**src/rtl/rvm_alu_sequencer_pkg.sv**
```systemverilog
// Shared constants and types for the RV32I OP/OP-IMM ALU sequencer.
// Contents: opcode/funct3/funct7 values, functional-unit op codes,
// FU-select and FSM state encodings, the decoded-instruction record
// and an immediate sign-extension helper.
package rvm_alu_sequencer_pkg;

    // Major opcodes handled by the sequencer
    localparam logic [6:0] OPC_OP     = 7'b0110011;
    localparam logic [6:0] OPC_OP_IMM = 7'b0010011;

    // funct3 values
    localparam logic [2:0] F3_ADD  = 3'b000;
    localparam logic [2:0] F3_SLL  = 3'b001;
    localparam logic [2:0] F3_SLT  = 3'b010;
    localparam logic [2:0] F3_SLTU = 3'b011;
    localparam logic [2:0] F3_XOR  = 3'b100;
    localparam logic [2:0] F3_SR   = 3'b101;
    localparam logic [2:0] F3_OR   = 3'b110;
    localparam logic [2:0] F3_AND  = 3'b111;

    // funct7 values: base encoding and the SUB/SRA alternate
    localparam logic [6:0] F7_BASE = 7'b0000000;
    localparam logic [6:0] F7_ALT  = 7'b0100000;

    // Functional-unit op codes
    localparam logic [1:0] ADD_OP_ADD = 2'b00;
    localparam logic [1:0] ADD_OP_SUB = 2'b01;
    localparam logic [1:0] BIT_OP_AND = 2'b00;
    localparam logic [1:0] BIT_OP_OR  = 2'b01;
    localparam logic [1:0] BIT_OP_XOR = 2'b10;
    localparam logic [1:0] SHF_OP_SLL = 2'b00;
    localparam logic [1:0] SHF_OP_SRL = 2'b01;
    localparam logic [1:0] SHF_OP_SRA = 2'b10;

    typedef enum logic [1:0] {
        FU_NONE = 2'b00,
        FU_ADD  = 2'b01,
        FU_BIT  = 2'b10,
        FU_SHF  = 2'b11
    } fu_sel_e;

    typedef enum logic [2:0] {
        ST_IDLE  = 3'd0,
        ST_READ  = 3'd1,
        ST_OPND  = 3'd2,
        ST_EXEC  = 3'd3,
        ST_WB    = 3'd4,
        ST_FAULT = 3'd5,
        ST_ERR   = 3'd6
    } state_e;

    typedef struct packed {
        fu_sel_e     fu_sel;
        logic [1:0]  op;
        logic        use_imm;    // rhs comes from the immediate
        logic [31:0] imm;        // already sign- or zero-extended
        logic        rs2_used;   // OP form reads rs2
        logic        shift_reg;  // register shift: only rs2[4:0] is used
        logic        slt;
        logic        sltu;
        logic [4:0]  rd;
        logic [4:0]  rs1;
        logic [4:0]  rs2;
        logic        illegal;
    } dec_t;

    function automatic logic [31:0] sext12(input logic [11:0] v);
        return {{20{v[11]}}, v};
    endfunction

endpackage

```
**src/rtl/rvm_alu_sequencer_decode.sv**
```systemverilog
// Combinational decoder for RV32I OP / OP-IMM instructions.
// Ports:
//   instr : 32-bit instruction word
//   dec   : decoded record (FU select, op, operand select, SLT flags,
//           register addresses, illegal flag)
module rvm_alu_sequencer_decode
    import rvm_alu_sequencer_pkg::*;
(
    input  logic [31:0] instr,
    output dec_t        dec
);

    logic [6:0] opcode_s;
    logic [2:0] funct3_s;
    logic [6:0] funct7_s;
    logic       is_op_s;
    logic       is_imm_s;
    logic       f7_base_s;
    logic       f7_alt_s;
    logic       f7_ok_s;
    logic       is_shift_s;

    // Instruction field decode and legality check
    always_comb begin
        opcode_s   = instr[6:0];
        funct3_s   = instr[14:12];
        funct7_s   = instr[31:25];
        is_op_s    = (opcode_s == OPC_OP);
        is_imm_s   = (opcode_s == OPC_OP_IMM);
        f7_base_s  = (funct7_s == F7_BASE);
        f7_alt_s   = (funct7_s == F7_ALT);
        f7_ok_s    = 1'b0;
        is_shift_s = 1'b0;
        dec        = '0;
        dec.fu_sel = FU_NONE;

        // For non-shift OP-IMM forms the funct7 field is immediate bits,
        // so only OP and the shift-immediates constrain it.
        case (funct3_s)
            F3_ADD: begin
                dec.fu_sel = FU_ADD;
                if (is_op_s && f7_alt_s) begin
                    dec.op = ADD_OP_SUB;
                end else begin
                    dec.op = ADD_OP_ADD;
                end
                f7_ok_s = is_imm_s || f7_base_s || f7_alt_s;
            end
            F3_SLL: begin
                dec.fu_sel = FU_SHF;
                dec.op     = SHF_OP_SLL;
                is_shift_s = 1'b1;
                f7_ok_s    = f7_base_s;
            end
            F3_SLT: begin
                dec.fu_sel = FU_ADD;
                dec.op     = ADD_OP_SUB;
                dec.slt    = 1'b1;
                f7_ok_s    = is_imm_s || f7_base_s;
            end
            F3_SLTU: begin
                dec.fu_sel = FU_ADD;
                dec.op     = ADD_OP_SUB;
                dec.sltu   = 1'b1;
                f7_ok_s    = is_imm_s || f7_base_s;
            end
            F3_XOR: begin
                dec.fu_sel = FU_BIT;
                dec.op     = BIT_OP_XOR;
                f7_ok_s    = is_imm_s || f7_base_s;
            end
            F3_OR: begin
                dec.fu_sel = FU_BIT;
                dec.op     = BIT_OP_OR;
                f7_ok_s    = is_imm_s || f7_base_s;
            end
            F3_AND: begin
                dec.fu_sel = FU_BIT;
                dec.op     = BIT_OP_AND;
                f7_ok_s    = is_imm_s || f7_base_s;
            end
            F3_SR: begin
                dec.fu_sel = FU_SHF;
                if (f7_alt_s) begin
                    dec.op = SHF_OP_SRA;
                end else begin
                    dec.op = SHF_OP_SRL;
                end
                is_shift_s = 1'b1;
                f7_ok_s    = f7_base_s || f7_alt_s;
            end
            default: begin
                f7_ok_s = 1'b0;
            end
        endcase

        dec.illegal = !(is_op_s || is_imm_s) || !f7_ok_s;

        if (dec.illegal) begin
            dec.fu_sel = FU_NONE;
            dec.op     = 2'b00;
            dec.slt    = 1'b0;
            dec.sltu   = 1'b0;
        end else begin
            dec.use_imm   = is_imm_s;
            dec.rs2_used  = is_op_s;
            dec.shift_reg = is_op_s && is_shift_s;
        end

        if (is_shift_s) begin
            dec.imm = {27'd0, instr[24:20]};
        end else begin
            dec.imm = sext12(instr[31:20]);
        end

        dec.rd  = instr[11:7];
        dec.rs1 = instr[19:15];
        dec.rs2 = instr[24:20];
    end

endmodule

```
**src/rtl/rvm_alu_sequencer.sv**
```systemverilog
// Multi-cycle sequencer for RV32I OP / OP-IMM instructions.
// Ports:
//   clk, reset                 : clock, synchronous active-high reset
//   instr_valid/instr/instr_ready : instruction handshake from fetch
//   done/illegal/fu_error      : one-cycle completion status pulses
//   rs1_*/rs2_*                : GPR read ports (data valid cycle after enable)
//   rd_*                       : GPR write port
//   add_*/bit_*/shf_*          : adder, bitwise and shift functional units
module rvm_alu_sequencer
    import rvm_alu_sequencer_pkg::*;
#(
    parameter int XLEN = 32
) (
    input  logic            clk,
    input  logic            reset,
    input  logic            instr_valid,
    input  logic [31:0]     instr,
    output logic            instr_ready,
    output logic            done,
    output logic            illegal,
    output logic            fu_error,
    output logic            rs1_en,
    output logic            rs2_en,
    output logic [4:0]      rs1_addr,
    output logic [4:0]      rs2_addr,
    input  logic [XLEN-1:0] rs1_rdata,
    input  logic [XLEN-1:0] rs2_rdata,
    output logic            rd_wen,
    output logic [4:0]      rd_addr,
    output logic [XLEN-1:0] rd_wdata,
    output logic [XLEN-1:0] add_lhs,
    output logic [XLEN-1:0] add_rhs,
    output logic [1:0]      add_op,
    input  logic            add_valid,
    input  logic [XLEN:0]   add_result,
    output logic [XLEN-1:0] bit_lhs,
    output logic [XLEN-1:0] bit_rhs,
    output logic [1:0]      bit_op,
    input  logic            bit_valid,
    input  logic [XLEN-1:0] bit_result,
    output logic [XLEN-1:0] shf_lhs,
    output logic [XLEN-1:0] shf_rhs,
    output logic [1:0]      shf_op,
    input  logic            shf_valid,
    input  logic [XLEN-1:0] shf_result
);

    state_e          state_q, state_d;
    logic [31:0]     instr_q, instr_d;
    logic [XLEN-1:0] lhs_q, lhs_d;
    logic [XLEN-1:0] rhs_q, rhs_d;
    logic [3:0]      cnt_q, cnt_d;
    logic [4:0]      rd_addr_q, rd_addr_d;
    logic [XLEN-1:0] rd_wdata_q, rd_wdata_d;

    logic [31:0]     dec_instr_s;
    dec_t            dec_s;
    logic            fu_valid_s;
    logic [XLEN-1:0] fu_result_s;
    logic            slt_bit_s;

    // In IDLE decode the offered word; afterwards the latched one
    always_comb begin
        if (state_q == ST_IDLE) begin
            dec_instr_s = instr;
        end else begin
            dec_instr_s = instr_q;
        end
    end

    rvm_alu_sequencer_decode u_decode (
        .instr (dec_instr_s),
        .dec   (dec_s)
    );

    // Select the valid/result of the FU chosen by the decoder
    always_comb begin
        // Signed compare: differing signs decide directly, else the
        // sign of the difference cannot overflow.
        if (lhs_q[XLEN-1] ^ rhs_q[XLEN-1]) begin
            slt_bit_s = lhs_q[XLEN-1];
        end else begin
            slt_bit_s = add_result[XLEN-1];
        end
        case (dec_s.fu_sel)
            FU_ADD: begin
                fu_valid_s = add_valid;
                if (dec_s.slt) begin
                    fu_result_s = {{(XLEN-1){1'b0}}, slt_bit_s};
                end else if (dec_s.sltu) begin
                    fu_result_s = {{(XLEN-1){1'b0}}, add_result[XLEN]};
                end else begin
                    fu_result_s = add_result[XLEN-1:0];
                end
            end
            FU_BIT: begin
                fu_valid_s  = bit_valid;
                fu_result_s = bit_result;
            end
            FU_SHF: begin
                fu_valid_s  = shf_valid;
                fu_result_s = shf_result;
            end
            default: begin
                fu_valid_s  = 1'b0;
                fu_result_s = '0;
            end
        endcase
    end

    // Next-state and datapath register logic
    always_comb begin
        state_d    = state_q;
        instr_d    = instr_q;
        lhs_d      = lhs_q;
        rhs_d      = rhs_q;
        cnt_d      = cnt_q;
        rd_addr_d  = 5'd0;
        rd_wdata_d = '0;
        case (state_q)
            ST_IDLE: begin
                if (instr_valid) begin
                    instr_d = instr;
                    if (dec_s.illegal) begin
                        state_d = ST_FAULT;
                    end else begin
                        state_d = ST_READ;
                    end
                end else begin
                    state_d = ST_IDLE;
                end
            end
            ST_READ: begin
                state_d = ST_OPND;
            end
            ST_OPND: begin
                lhs_d = rs1_rdata;
                if (dec_s.use_imm) begin
                    rhs_d = dec_s.imm;
                end else if (dec_s.shift_reg) begin
                    rhs_d = {{(XLEN-5){1'b0}}, rs2_rdata[4:0]};
                end else begin
                    rhs_d = rs2_rdata;
                end
                cnt_d   = 4'd0;
                state_d = ST_EXEC;
            end
            ST_EXEC: begin
                cnt_d = cnt_q + 4'd1;
                if (fu_valid_s) begin
                    rd_addr_d  = dec_s.rd;
                    rd_wdata_d = fu_result_s;
                    state_d    = ST_WB;
                end else if (cnt_q == 4'd14) begin
                    // This is the 15th EXEC cycle without a valid
                    state_d = ST_ERR;
                end else begin
                    state_d = ST_EXEC;
                end
            end
            ST_WB:    state_d = ST_IDLE;
            ST_FAULT: state_d = ST_IDLE;
            ST_ERR:   state_d = ST_IDLE;
            default:  state_d = ST_IDLE;
        endcase
    end

    // State and datapath registers
    always_ff @(posedge clk) begin
        if (reset) begin
            state_q    <= ST_IDLE;
            instr_q    <= 32'd0;
            lhs_q      <= '0;
            rhs_q      <= '0;
            cnt_q      <= 4'd0;
            rd_addr_q  <= 5'd0;
            rd_wdata_q <= '0;
        end else begin
            state_q    <= state_d;
            instr_q    <= instr_d;
            lhs_q      <= lhs_d;
            rhs_q      <= rhs_d;
            cnt_q      <= cnt_d;
            rd_addr_q  <= rd_addr_d;
            rd_wdata_q <= rd_wdata_d;
        end
    end

    assign rd_addr  = rd_addr_q;
    assign rd_wdata = rd_wdata_q;

    // Output decode from the state register
    always_comb begin
        instr_ready = 1'b0;
        done        = 1'b0;
        illegal     = 1'b0;
        fu_error    = 1'b0;
        rs1_en      = 1'b0;
        rs2_en      = 1'b0;
        rs1_addr    = 5'd0;
        rs2_addr    = 5'd0;
        rd_wen      = 1'b0;
        add_lhs     = '0;
        add_rhs     = '0;
        add_op      = 2'b00;
        bit_lhs     = '0;
        bit_rhs     = '0;
        bit_op      = 2'b00;
        shf_lhs     = '0;
        shf_rhs     = '0;
        shf_op      = 2'b00;
        case (state_q)
            ST_IDLE: instr_ready = 1'b1;
            ST_READ: begin
                rs1_en   = 1'b1;
                rs1_addr = dec_s.rs1;
                if (dec_s.rs2_used) begin
                    rs2_en   = 1'b1;
                    rs2_addr = dec_s.rs2;
                end else begin
                    rs2_en   = 1'b0;
                    rs2_addr = 5'd0;
                end
            end
            ST_EXEC: begin
                case (dec_s.fu_sel)
                    FU_ADD: begin
                        add_lhs = lhs_q;
                        add_rhs = rhs_q;
                        add_op  = dec_s.op;
                    end
                    FU_BIT: begin
                        bit_lhs = lhs_q;
                        bit_rhs = rhs_q;
                        bit_op  = dec_s.op;
                    end
                    FU_SHF: begin
                        shf_lhs = lhs_q;
                        shf_rhs = rhs_q;
                        shf_op  = dec_s.op;
                    end
                    default: add_op = 2'b00;
                endcase
            end
            ST_WB: begin
                done   = 1'b1;
                rd_wen = (rd_addr_q != 5'd0);
            end
            ST_FAULT: illegal  = 1'b1;
            ST_ERR:   fu_error = 1'b1;
            default:  instr_ready = 1'b0;
        endcase
    end

endmodule

```
**config.mk**
```make
export PLATFORM = sky130hd
export DESIGN_NAME = rvm_alu_sequencer
export DESIGN_NICKNAME = d
export VERILOG_FILES = /design/src/rtl/rvm_alu_sequencer_pkg.sv /design/src/rtl/rvm_alu_sequencer_decode.sv /design/src/rtl/rvm_alu_sequencer.sv
export SDC_FILE = /design/constraint.sdc
export NUM_CORES = 1
export LEC_CHECK = 0
export ABC_AREA = 1
export BUFFER_PORTS_ARGS = -buffer_cell sky130_fd_sc_hd__buf_2
export CAP_MARGIN = 20
export CELL_PAD_IN_SITES_DETAIL_PLACEMENT = 0
export CELL_PAD_IN_SITES_GLOBAL_PLACEMENT = 1
export CORE_UTILIZATION = 27
export CTS_CLUSTER_SIZE = 20
export DETAILED_ROUTE_END_ITERATION = 8
export GPL_TIMING_DRIVEN = 0
export PLACE_DENSITY_LB_ADDON = 0.1
export SLEW_MARGIN = 30
export SYNTH_ARGS = -nofsm -noshare
export SYNTH_HDL_FRONTEND = slang
export SYNTH_HIERARCHICAL = 1
export SYNTH_SLANG_ARGS = --single-unit
```
**constraint.sdc**
```tcl
create_clock -name clk -period 3.2 [get_ports clk]
set_clock_uncertainty 0.15 [all_clocks]
set_input_delay 0.32 -clock clk [delete_from_list [all_inputs] [get_ports clk]]
set_output_delay 0.32 -clock clk [all_outputs]
set_load 0.02 [all_outputs]
```
; ---- Word level (Yosys, flattened, before mapping)
; Cells that the tools add are included.
[totals]
register_bits = 140
in_bits = 199
ramBits = 0
latch_bits = 0
mem_bits_ro = 0
mem_count = 0
[op_classes]
order_cmp = 0
mul = 0
reduce_logical = 19
n_shift = 0
muxes = 55
eq_ne = 20
div_mod_pow = 0
n_bitwise = 3
n_addsub = 1
[op_table]
columns = op, n
row1 = 32-bit 2-to-1 mux, 18
row2 = 32-bit one-hot mux with 3 select lines, 1
row3 = 4-bit one-hot mux with 7 select lines, 1
row4 = 3-bit == test (second input constant), 7
row5 = 2-bit 2-to-1 mux, 9
row6 = 5-bit 2-to-1 mux, 3
row7 = 7-bit by 6-bit == test with 1-bit output (second input constant), 2
row8 = 1-bit 2-to-1 mux, 14
row9 = 3-bit by 2-bit == test with 1-bit output (second input constant), 4
row10 = 3-bit 2-to-1 mux, 4
row11 = 3-bit one-hot mux with 4 select lines, 1
row12 = 4-bit one-hot mux with 2 select lines, 1
row13 = 7-bit by 5-bit == test with 1-bit output (second input constant), 1
row14 = 7-bit zero test, 1
row15 = 3-bit by 1-bit == test with 1-bit output (second input constant), 2
row16 = 3-bit zero test, 2
row17 = 1-bit logical OR, 5
row18 = 5-bit nonzero test, 1
row19 = 5-bit OR reduction, 1
row20 = 4-bit by 1-bit adder with 4-bit output (second input constant), 1
row21 = 2-bit == test (second input constant), 2
row22 = 4-bit == test (second input constant), 1
row23 = 4-bit 2-to-1 mux, 1
row24 = 1-bit one-hot mux with 4 select lines, 1
row25 = 10 further kinds, 14

; ---- Logic depth before layout (Yosys ltp)
; Gate-level depths: netlist of run 1.
[logic_depth]
depth_word = 13
depth_mapped = 23
mapped_depth_nobuf = 20

; ---- Hierarchy
; The synthesis of run 1 kept the hierarchy.
[modules_own_cells]
columns = module, n_inst, seq_area_each_um2, cells_each, area_per_inst_um2
row1 = rvm_alu_sequencer, 1, 2802.7, 1116, 7377.1
row2 = rvm_alu_sequencer_decode, 1, 0.0, 119, 646.9

; ---- Worst setup path before layout of run 1
; Ideal clock, no wire load.
[synth_timing]
kind = register to output
from = reg state_q[1]
to = out shf_lhs[21]
arrival_ns = 3.165
path_slack_ns = -0.435
n_path_buf = 5
path_stages_with_launch = 20
required_ns = 2.730
cell_sequence = dfxtp_1 > inv_2 > nand2_1 > nor2_1 > buf_2 > clkbuf_1 > o21ai_0 > nor2_1 > nand2_1 > nand2_1 > nand2_1 > nand2_1 > nand2_2 > nand2_2 > nor2_1 > clkbuf_1 > nand2_1 > clkbuf_1 > buf_1 > nor3_1
[synth_rtl]
columns = item, line_no
row1 = "start, declared", rvm_alu_sequencer.sv:48  ; state_e state_q, state_d;
row2 = "start signal, assigned", rvm_alu_sequencer.sv:179  ; state_q <= state_d;
row3 = "end, declared", rvm_alu_sequencer.sv:41  ; output logic [XLEN-1:0] shf_lhs,

==> metrics, run 1 <==
final worst path period share 115.3%; crit-path cells inv_2 > nand2_4 > nor2_4 > buf_12 > clkbuf_16 > o21ai_4 > inv_2 > a21oi_2 > nand2_2 > inv_2 > nand3_4 > nand3_2 > nand2_2 > buf_8 > buf_12 > inv_12 > nand2_8 > buf_4 > clkbuf_16 > nor3_2 > buf_4; Nets 2023; gr ovfl total 0; net count after synthesis 1436; most frequent CP cell inv_2; cts bufs inserted 17; Worst EP arrival 3.22 ns; filler cell count 2660; Cell Pwr Density 336.0 nW/um^2; max-cap violations 0; Initial Utilization 27.73%; drt total wl 41.60 mm; DIE AREA 30410 sq um; largest net degree at the start of global routing 17; relative slew slack 52.86%; PortBufs 450; dominant cells by area after synthesis dfxtp_1 35%, nor3_1 13%, o21ai_0 8.4%, a21oi_1 8.1%, inv_1 6.9%; placed instance area 12010 sq um; I/O pins 451; H-Tree Level Count 4; final instance area 16960 sq um; clock network fraction of total power 35.6%; grt met1 use 33.29%; post-synthesis register bit count 140; Worst Max-Slew Pin Slew 0.7018 ns; Sequential Power Share 34.0%; sequential fraction of the synthesis area 34.93%; Worst path top cell family by delay buffers and inverters; endpoint type of the worst setup path output pin; CTS max path bufs 2; CP Buf/Inv Count 11; crit start category flip-flop; Synth async-reset ratio 0%; failing checks setup timing; Yosys cell types 29; Net Switching 1.941 mW; Pre-antenna DRT Iters 5; initial antenna violation count 9; crit-path max FO 8; sw frac 34.07%; M3 GR Usage 4.353%; Root Buffer clkbuf_16; Pleak 9.322 nW; RSZ-0062 raised after global routing yes; final RePlAce weighted congestion 0.8768; number of flops mapped to enable cells by yosys 0; CORE AREA 28940 sq um; clk sinks 140; VDD IR max 0.0002166 V; slowest stage cell, crit path dfxtp_2; gr usage total 26.05%; Area Overhead vs Synth 111.3%; Yosys Warn Count 6; share of layout cells above drive strength 1 53.54%; synthesized area 8024 sq um; post-synthesis area per instance 6.497 sq um; pre-CTS setup slack -1.133 ns; first-pass GRT wire length 61.59 mm; Reg clk slew, reported paths 0.06 ns; commonest cells after routing, fill and taps aside 285 x buf_2, 195 x buf_6, 173 x nor3_4, 141 x inv_1, 137 x dfxtp_1; CP required 2.73 ns; via density per instance 4.916; vias in the first global route 10580; GRT Max-Usage Layer met2; TritonCTS clock tree built; top-area cell type share of the netlist area 34.93%; final setup margin -0.4896 ns; chip height 174.4 um; P_int 3.756 mW; Tmin final 3.690 ns; final antenna-violating net count 0; status complete, but fails checks; WL/cell 18.69 um; category of the most critical setup path flip-flop to output pin; GRT met2 Usage 43.48%; commonest non-fill, non-tap cell in the layout buf_2; Core Rows 62; HP Class primary input to flip-flop; max incr delay on CP 0.34 ns; Final Max Slew Viols 0; Die Wd 174.4 um; DRC viols 0; Final Setup Violations 200; dominant cell type by area after synthesis dfxtp_1; Comb power frac 30.4%; Placed Instances 2070; hpwl dp 29.09 mm; Synth Instances 1235; Via Count 10940; post-layout instance count excluding filler cells 2226; fmax 271.0 MHz; Clock Latency Late Sink 0.43 ns; Main synth FF type dfxtp_1; DR iter-0 viols 664; final hold vios 0
==> sequential cells by signal, summed over array words and instances, names as in the netlist <==
name	flops
cnt_q	4
instr_q	32
lhs_q	32
rd_addr	5
rd_wdata	32
rhs_q	32
state_q	3
==> tightest hold or removal path, delay by kind of cell <==
family	cells	cell delay [ns]
buffers and inverters	1	0.07
AOI/OAI and AO/OA	2	0.17
==> layer usage <==
layer / part of all wire [%] / wire length, um / vias to the layer above
met3: 5.1 / 2118 / 77
met1: 41 / 17190 / 5171
met5: 0.019 / 8 / -
met4: 3.0 / 1266 / 2
met2: 51 / 21020 / 391
li1: - / - / 5302
==> stage by stage <==
stage	hold slack, ns	utilization, %	power, mW	setup TNS, ns
after detailed placement	0.2892	41.51	3.247	-219.04
after global routing	0.02464	58.60	5.972	-99.69
after CTS	0.007993	54.69	5.600	-86.15
final	0.02472	58.60	5.697	-67.51
after global placement	0.2838	41.46	3.233	-216.85
after floorplan	0.2391	-	2.843	-1.382
==> worst paths after layout <==
| path | end | startpoint | cells after the start | slack, ns |
|---|---|---|---|---|
| setup / recovery | bit_rhs[9] | state_q[0]$_SDFF_PP0_ | 21 | -0.49 |
| hold / removal | lhs_q[18]$_SDFFE_PP0P_ | rs1_rdata[18] | 3 | 0.02 |
| setup reg to reg | rd_wdata[2]$_SDFF_PP0_ | state_q[0]$_SDFF_PP0_ | 22 | 0.08 |
| hold reg to reg | instr_q[28]$_SDFFE_PP0P_ | instr_q[28]$_SDFFE_PP0P_ | 2 | 0.30 |
==> cells in the mapped netlist, types with 8 or more instances <==
master,n
nand3_1,69
buf_1,8
clkbuf_1,35
buf_4,40
dfxtp_1,140
o21ai_0,135
nor3_1,204
inv_1,147
nor2_1,83
nand2_1,123
buf_2,65
a22oi_1,27
a21oi_1,130
==> cell families (layout without fill, tap and decap cells) <==
| group | after synthesis | count (layout) | share of synthesized area (%) |
|---|---|---|---|
| AND/OR/NAND/NOR | 492 | 493 | 28.04 |
| other | 0 | 8 | 0 |
| AO/OA/AOI/OAI | 300 | 300 | 19.66 |
| buffers and inverters | 301 | 899 | 17.06 |
| adder cells (fa/ha/maj) | 2 | 2 | 0.3118 |
| flip-flops | 140 | 140 | 34.93 |
==> power by group through the flow <==
stage	Clock (mW)	Combinational (mW)	Sequential, mW
3_5_place_dp	0	1.27	1.97
3_3_place_gp	0	1.26	1.97
6_report	2.03	1.73	1.93
2_1_floorplan	0	0.886	1.96
5_1_grt	2.14	1.88	1.95
4_1_cts	2.06	1.60	1.93
==> cell type report <==
type                       count  area [sq um]  area share [%]
antenna                        8         20.02          0.1181
buffer                       146          1303           7.682
clock buffer                  19         442.9           2.612
clock inverter                12         137.6          0.8117
inverter                     152         590.6           3.483
multi-input combinational    795          6314           37.24
sequential                   140          2809           16.57
tap                          384         480.5           2.834
timing repair buffer         570          4858           28.65
==> timing repair <==
item / 4_1_cts / 5_1_grt
pin swaps: 119 / 81
endpoints found under the hold margin: 32 / 0
hold buffers: 31 / 0
setup buffers: 53 / 38
gates resized for setup: 597 / 270
gates cloned: 15 / 7
setup endpoints to repair: 276 / 273
Power figures use the tool's default switching activity.
==> run 2: changes to the inputs <==
- CORE_UTILIZATION: 27 -> 25
- GPL_TIMING_DRIVEN: 0 -> not set
==> metrics, run 2 (synthesis results as in run 1) <==
share of layout cells above drive strength 1 47.40% (was 53.54%); CTS max path bufs 2 (unchanged); Final Setup Violations 199 (was 200); RSZ-0062 raised after global routing yes (unchanged); Core Rows 65 (was 62); Root Buffer clkbuf_16 (unchanged); Cell Pwr Density 380.9 nW/um^2 (was 336.0 nW/um^2); I/O pins 451 (unchanged); HP Class primary input to flip-flop (unchanged); WL/cell 16.91 um (was 18.69 um); Reg clk slew, reported paths 0.07 ns (was 0.06 ns); Worst EP arrival 3.14 ns (was 3.22 ns); endpoint type of the worst setup path output pin (unchanged); Tmin final 3.609 ns (was 3.690 ns); initial antenna violation count 5 (was 9); Clock Latency Late Sink 0.43 ns (about the same); final hold vios 0 (unchanged); VDD IR max 0.0002326 V (was 0.0002166 V); fmax 277.1 MHz (was 271.0 MHz); PortBufs 450 (unchanged); chip height 181.2 um (was 174.4 um); failing checks setup timing (unchanged); final antenna-violating net count 0 (unchanged); Area Overhead vs Synth 81.05% (was 111.3%); H-Tree Level Count 4 (unchanged); Final Power 5.534 mW (was 5.697 mW); clk sinks 140 (unchanged); first-pass GRT wire length 52.35 mm (was 61.59 mm); r2r startpoint state_q[0]$_SDFF_PP0_ (unchanged); Initial Utilization 25.43% (was 27.73%); reg2reg setup slack 0 ns (was 0.08 ns); Hold Startpoint rs1_rdata[3] (was rs1_rdata[18]); Final Max Slew Viols 0 (unchanged); pre-CTS setup slack -0.1177 ns (was -1.133 ns); Die Wd 181.2 um (was 174.4 um); relative slew slack 39.14% (was 52.86%); CP required 2.73 ns (about the same); largest net degree at the start of global routing 92 (was 17); hpwl dp 24.19 mm (was 29.09 mm); status complete, but fails checks (unchanged); DIE AREA 32820 sq um (was 30410 sq um); Pre-antenna DRT Iters 5 (unchanged); category of the most critical setup path flip-flop to output pin (unchanged); via density per instance 4.661 (was 4.916); Via Count 9784 (was 10940); vias in the first global route 8864 (was 10580); Nets 1882 (was 2023); gr usage total 20.45% (was 26.05%); Worst Max-Slew Pin Slew 0.9129 ns (was 0.7018 ns); Pleak 7.670 nW (was 9.322 nW); CORE AREA 31560 sq um (was 28940 sq um); final setup margin -0.4092 ns (was -0.4896 ns); DRC viols 0 (unchanged); DR iter-0 viols 502 (was 664); crit start category flip-flop (unchanged); final worst path period share 112.8% (was 115.3%); crit-path max FO 39 (was 8); TritonCTS clock tree built (unchanged); commonest non-fill, non-tap cell in the layout buf_2 (unchanged); drt total wl 35.50 mm (was 41.60 mm); commonest cells after routing, fill and taps aside 318 x buf_2, 140 x inv_1, 138 x dfxtp_1, 137 x buf_4, 130 x a21oi_1 (was 285 x buf_2, 195 x buf_6, 173 x nor3_4, 141 x inv_1, 137 x dfxtp_1); critical path launch point state_q[0]$_SDFF_PP0_ (unchanged); final RePlAce weighted congestion 0.8005 (was 0.8768); cts bufs inserted 17 (unchanged); max-cap violations 0 (unchanged); Hold WS 0.01626 ns (was 0.02472 ns); gr ovfl total 0 (unchanged)
run 2: cell count changes in the layout (fill, tap and decap cells not counted), moves of 21 or more:
cell,delta
buf_6,-144
buf_2,+33
nor3_4,-63
nor3_1,+31
nor3_2,+32
a21oi_1,+21
run 2: timing repair:
item / CTS / global route
hold buffers: 32 / 0
pin swaps: 3 / 56
cloned: 6 / 8
setup endpoints to repair: 204 / 273
hold endpoints to repair: 33 / 0
gates resized for setup: 84 / 256
buffers inserted: 8 / 23
run 2: cell type report:
type | count | area (sq um)
Inverter | 152 | 583.1
Tap cell | 402 | 503.0
Fill cell | 3263 | 17030
Timing Repair Buffer | 575 | 4348
Sequential cell | 140 | 2805
Multi-Input combinational cell | 795 | 5653
Clock buffer | 22 | 464.2
Clock inverter | 10 | 163.9
Antenna cell | 3 | 7.507
run 2: per-stage QoR:
stage / instances / instance area [sq um] / utilization, % / setup TNS (ns)
floorplan: 1235 / 9265 / - / -1.382
global placement: 1989 / 11800 / 37.39 / -0.6508
finish: 2099 / 14530 / 46.04 / -59.53
CTS: 2067 / 13250 / 41.97 / -59.02
global route: 2099 / 14530 / 46.04 / -105.49
detailed placement: 1989 / 11810 / 37.41 / -5.208
run 2: worst max-delay path: stages, from the launching register on:
cell	delay (ns)
dfxtp_2	0.32
inv_2	0.07
nand2_4	0.06
nor2_4	0.21
buf_12	0.14
buf_16	0.12
o21ai_0	0.15
nor2_4	0.20
nand3_2	0.13
nand3_4	0.16
nand2_4	0.07
nor2_4	0.21
buf_6	0.14
nand2_4	0.06
buf_12	0.18
nor3_1	0.21
buf_2	0.19
run 2: final timing paths:
path / cells after the start / to
setup / recovery: 16 / shf_rhs[1]
hold / removal: 3 / lhs_q[3]$_SDFFE_PP0P_
setup reg to reg: 17 / rhs_q[2]$_SDFFE_PP0P_
hold reg to reg: 2 / instr_q[20]$_SDFFE_PP0P_
run 2: layer usage:
metal	global-route usage [%]	routed length, um	part of all wire, %
met1	26.74	15460	44
met2	34.02	17820	50
met3	4.293	1676	4.7
met4	5.254	524	1.5
met5	0	23	0.065
run 2: power by group:
part / switching, mW / internal (mW) / leakage, nW
Sequential: 0.0439 / 1.88 / 1.14
Combinational: 0.896 / 0.562 / 6.22
Clock: 0.799 / 1.35 / 0.304
==> run 3: changes to the inputs <==
- CORE_UTILIZATION: 25 -> 27
==> metrics, run 3 (synthesis results as in run 1) <==
status complete, but fails checks (unchanged); failing checks setup timing (unchanged); fmax 284.0 MHz (was 277.1 MHz); via density per instance 4.743 (was 4.661); chip height 174.4 um (was 181.2 um); share of layout cells above drive strength 1 48.88% (was 47.40%); Worst Max-Slew Pin Slew 0.7516 ns (was 0.9129 ns); DR iter-0 viols 538 (was 502); CP Buf/Inv Count 8 (was 6); PortBufs 450 (unchanged); initial antenna violation count 6 (was 5); critical path depth 19 (was 16); category of the most critical setup path flip-flop to output pin (unchanged); DRC viols 0 (unchanged); commonest cells after routing, fill and taps aside 285 x buf_2, 146 x buf_4, 143 x inv_1, 138 x dfxtp_1, 127 x a21oi_1 (was 318 x buf_2, 140 x inv_1, 138 x dfxtp_1, 137 x buf_4, 130 x a21oi_1); RSZ-0062 raised after global routing yes (unchanged); WL/cell 17.18 um (was 16.91 um); Worst EP arrival 3.05 ns (was 3.14 ns); CP required 2.73 ns (about the same); final instance area 14680 sq um (was 14530 sq um); Nets 1881 (was 1882); clk sinks 140 (unchanged); cts bufs inserted 17 (unchanged); Pre-antenna DRT Iters 5 (unchanged); VDD IR max 0.0003231 V (was 0.0002326 V); Worst path top cell family by delay simple AND/OR/NAND/NOR gates (unchanged); H-Tree Level Count 4 (unchanged); HP Class primary input to flip-flop (unchanged); final antenna-violating net count 0 (unchanged); Die Wd 174.4 um (was 181.2 um); DIE AREA 30410 sq um (was 32820 sq um); hpwl dp 23.93 mm (was 24.19 mm); final setup margin -0.3217 ns (was -0.4092 ns); I/O pins 451 (unchanged); slowest stage cell, crit path dfxtp_2 (unchanged); crit start category flip-flop (unchanged); CTS max path bufs 2 (unchanged); max incr delay on CP 0.35 ns (was 0.32 ns); placed instance area 11800 sq um (was 11810 sq um); CORE AREA 28940 sq um (was 31560 sq um); Root Buffer clkbuf_16 (unchanged); largest net degree at the start of global routing 77 (was 92); gr usage total 21.96% (was 20.45%); Pleak 7.422 nW (was 7.670 nW); Via Count 9871 (was 9784); gr ovfl total 0 (unchanged); drt total wl 35.75 mm (was 35.50 mm); cells on worst reg2reg path 23 (was 17); hold path cells 3 (unchanged); max-cap violations 0 (unchanged); commonest non-fill, non-tap cell in the layout buf_2 (unchanged); Tmin final 3.522 ns (was 3.609 ns); relative slew slack 49.89% (was 39.14%); final hold vios 0 (unchanged); Final Max Slew Viols 0 (unchanged); Initial Utilization 27.73% (was 25.43%); final RePlAce weighted congestion 0.8315 (was 0.8005); first-pass GRT wire length 52.30 mm (was 52.35 mm); final worst path period share 110.1% (was 112.8%); crit-path cells inv_2 > nand2_4 > nor2_4 > buf_12 > buf_16 > nand2_2 > o21ai_2 > buf_4 > nor3_4 > nand3b_1 > nand2_4 > nand3_4 > nand2_4 > buf_6 > nand2_8 > buf_12 > buf_16 > nor3_2 > buf_4 (was inv_2 > nand2_4 > nor2_4 > buf_12 > buf_16 > o21ai_0 > nor2_4 > nand3_2 > nand3_4 > nand2_4 > nor2_4 > buf_6 > nand2_4 > buf_12 > nor3_1 > buf_2); most frequent CP cell nand2_4; Reg clk slew, reported paths 0.07 ns (about the same); Cell Pwr Density 357.1 nW/um^2 (was 380.9 nW/um^2); vias in the first global route 8977 (was 8864); Final Setup Violations 235 (was 199); Layout Utilization 50.73% (was 46.04%); Clock Latency Late Sink 0.42 ns (was 0.43 ns); crit-path max FO 17 (was 39); Core Rows 62 (was 65); TritonCTS clock tree built (unchanged); Area Overhead vs Synth 82.92% (was 81.05%); endpoint type of the worst setup path output pin (unchanged)
## run 3: cell count changes in the layout (fill, tap and decap cells not counted), sizes merged, moves of 2 or more
cell	before	now
clkinvlp	1	5
bufinv	4	1
diode	3	5
dlygate4sd3	32	30
clkbuf	28	25
inv	151	153
## run 3: metrics by stage
| stage | instances | TNS (ns) | power (mW) | hold slack, ns | setup WS, ns |
|---|---|---|---|---|---|
| after floorplan | 1235 | -1.382 | 2.843 | 0.2391 | -0.02913 |
| after global placement | 1970 | -4.711 | 3.061 | 0.2842 | -0.07345 |
| after detailed placement | 1970 | -4.864 | 3.070 | 0.2919 | -0.07831 |
| after CTS | 2058 | -58.88 | 5.198 | 0.005074 | -0.3177 |
| after global routing | 2081 | -84.16 | 5.542 | 0.02831 | -0.4754 |
| final | 2081 | -46.74 | 5.241 | 0.02367 | -0.3217 |
## run 3: layout make-up
cell class,instances,area [sq um]
antenna,5,12.51
clock buffer,17,425.4
clock inverter,14,122.6
fill,2899,14260
inverter,152,583.1
multi-input combinational,796,5709
sequential,140,2805
tap,384,480.5
timing repair buffer,573,4539
## run 3: final timing paths
path	start	endpoint	slack, ns
max reg2reg	state_q[0]$_SDFF_PP0_	rd_wdata[2]$_SDFF_PP0_	-0.06
min	add_result[31]	rd_wdata[31]$_SDFF_PP0_	0.02
min reg2reg	instr_q[21]$_SDFFE_PP0P_	instr_q[21]$_SDFFE_PP0P_	0.30
max	state_q[0]$_SDFF_PP0_	add_rhs[28]	-0.32
## run 3: worst min-delay path: stages
cell	delay (ns)
buf_2	0.11
a21oi_1	0.07
nor2_1	0.07
## run 3: routing by layer
layer	wire length [um]	vias up	global-route usage, %
met1	15340	4552	28.29
met3	1790	34	3.915
met2	18010	302	37.32
li1	-	4981	-
met5	13	-	0
met4	602	2	6.213
## run 3: power by group
group          internal, mW  leakage, nW  switching (mW)  total [mW]
Sequential             1.88         1.14          0.0460        1.93
Clock                  1.07        0.257           0.848        1.91
Combinational         0.527         6.02           0.870        1.40
Total                  3.48         7.42            1.76        5.24
## run 3: timing repair
item / CTS / global route
hold buffers: 30 / 0
setup buffers: 19 / 7
gates cloned: 8 / 11
pin swaps: 15 / 49
gates resized for setup: 200 / 194
setup endpoints to repair: 205 / 246
hold endpoints to repair: 31 / 0
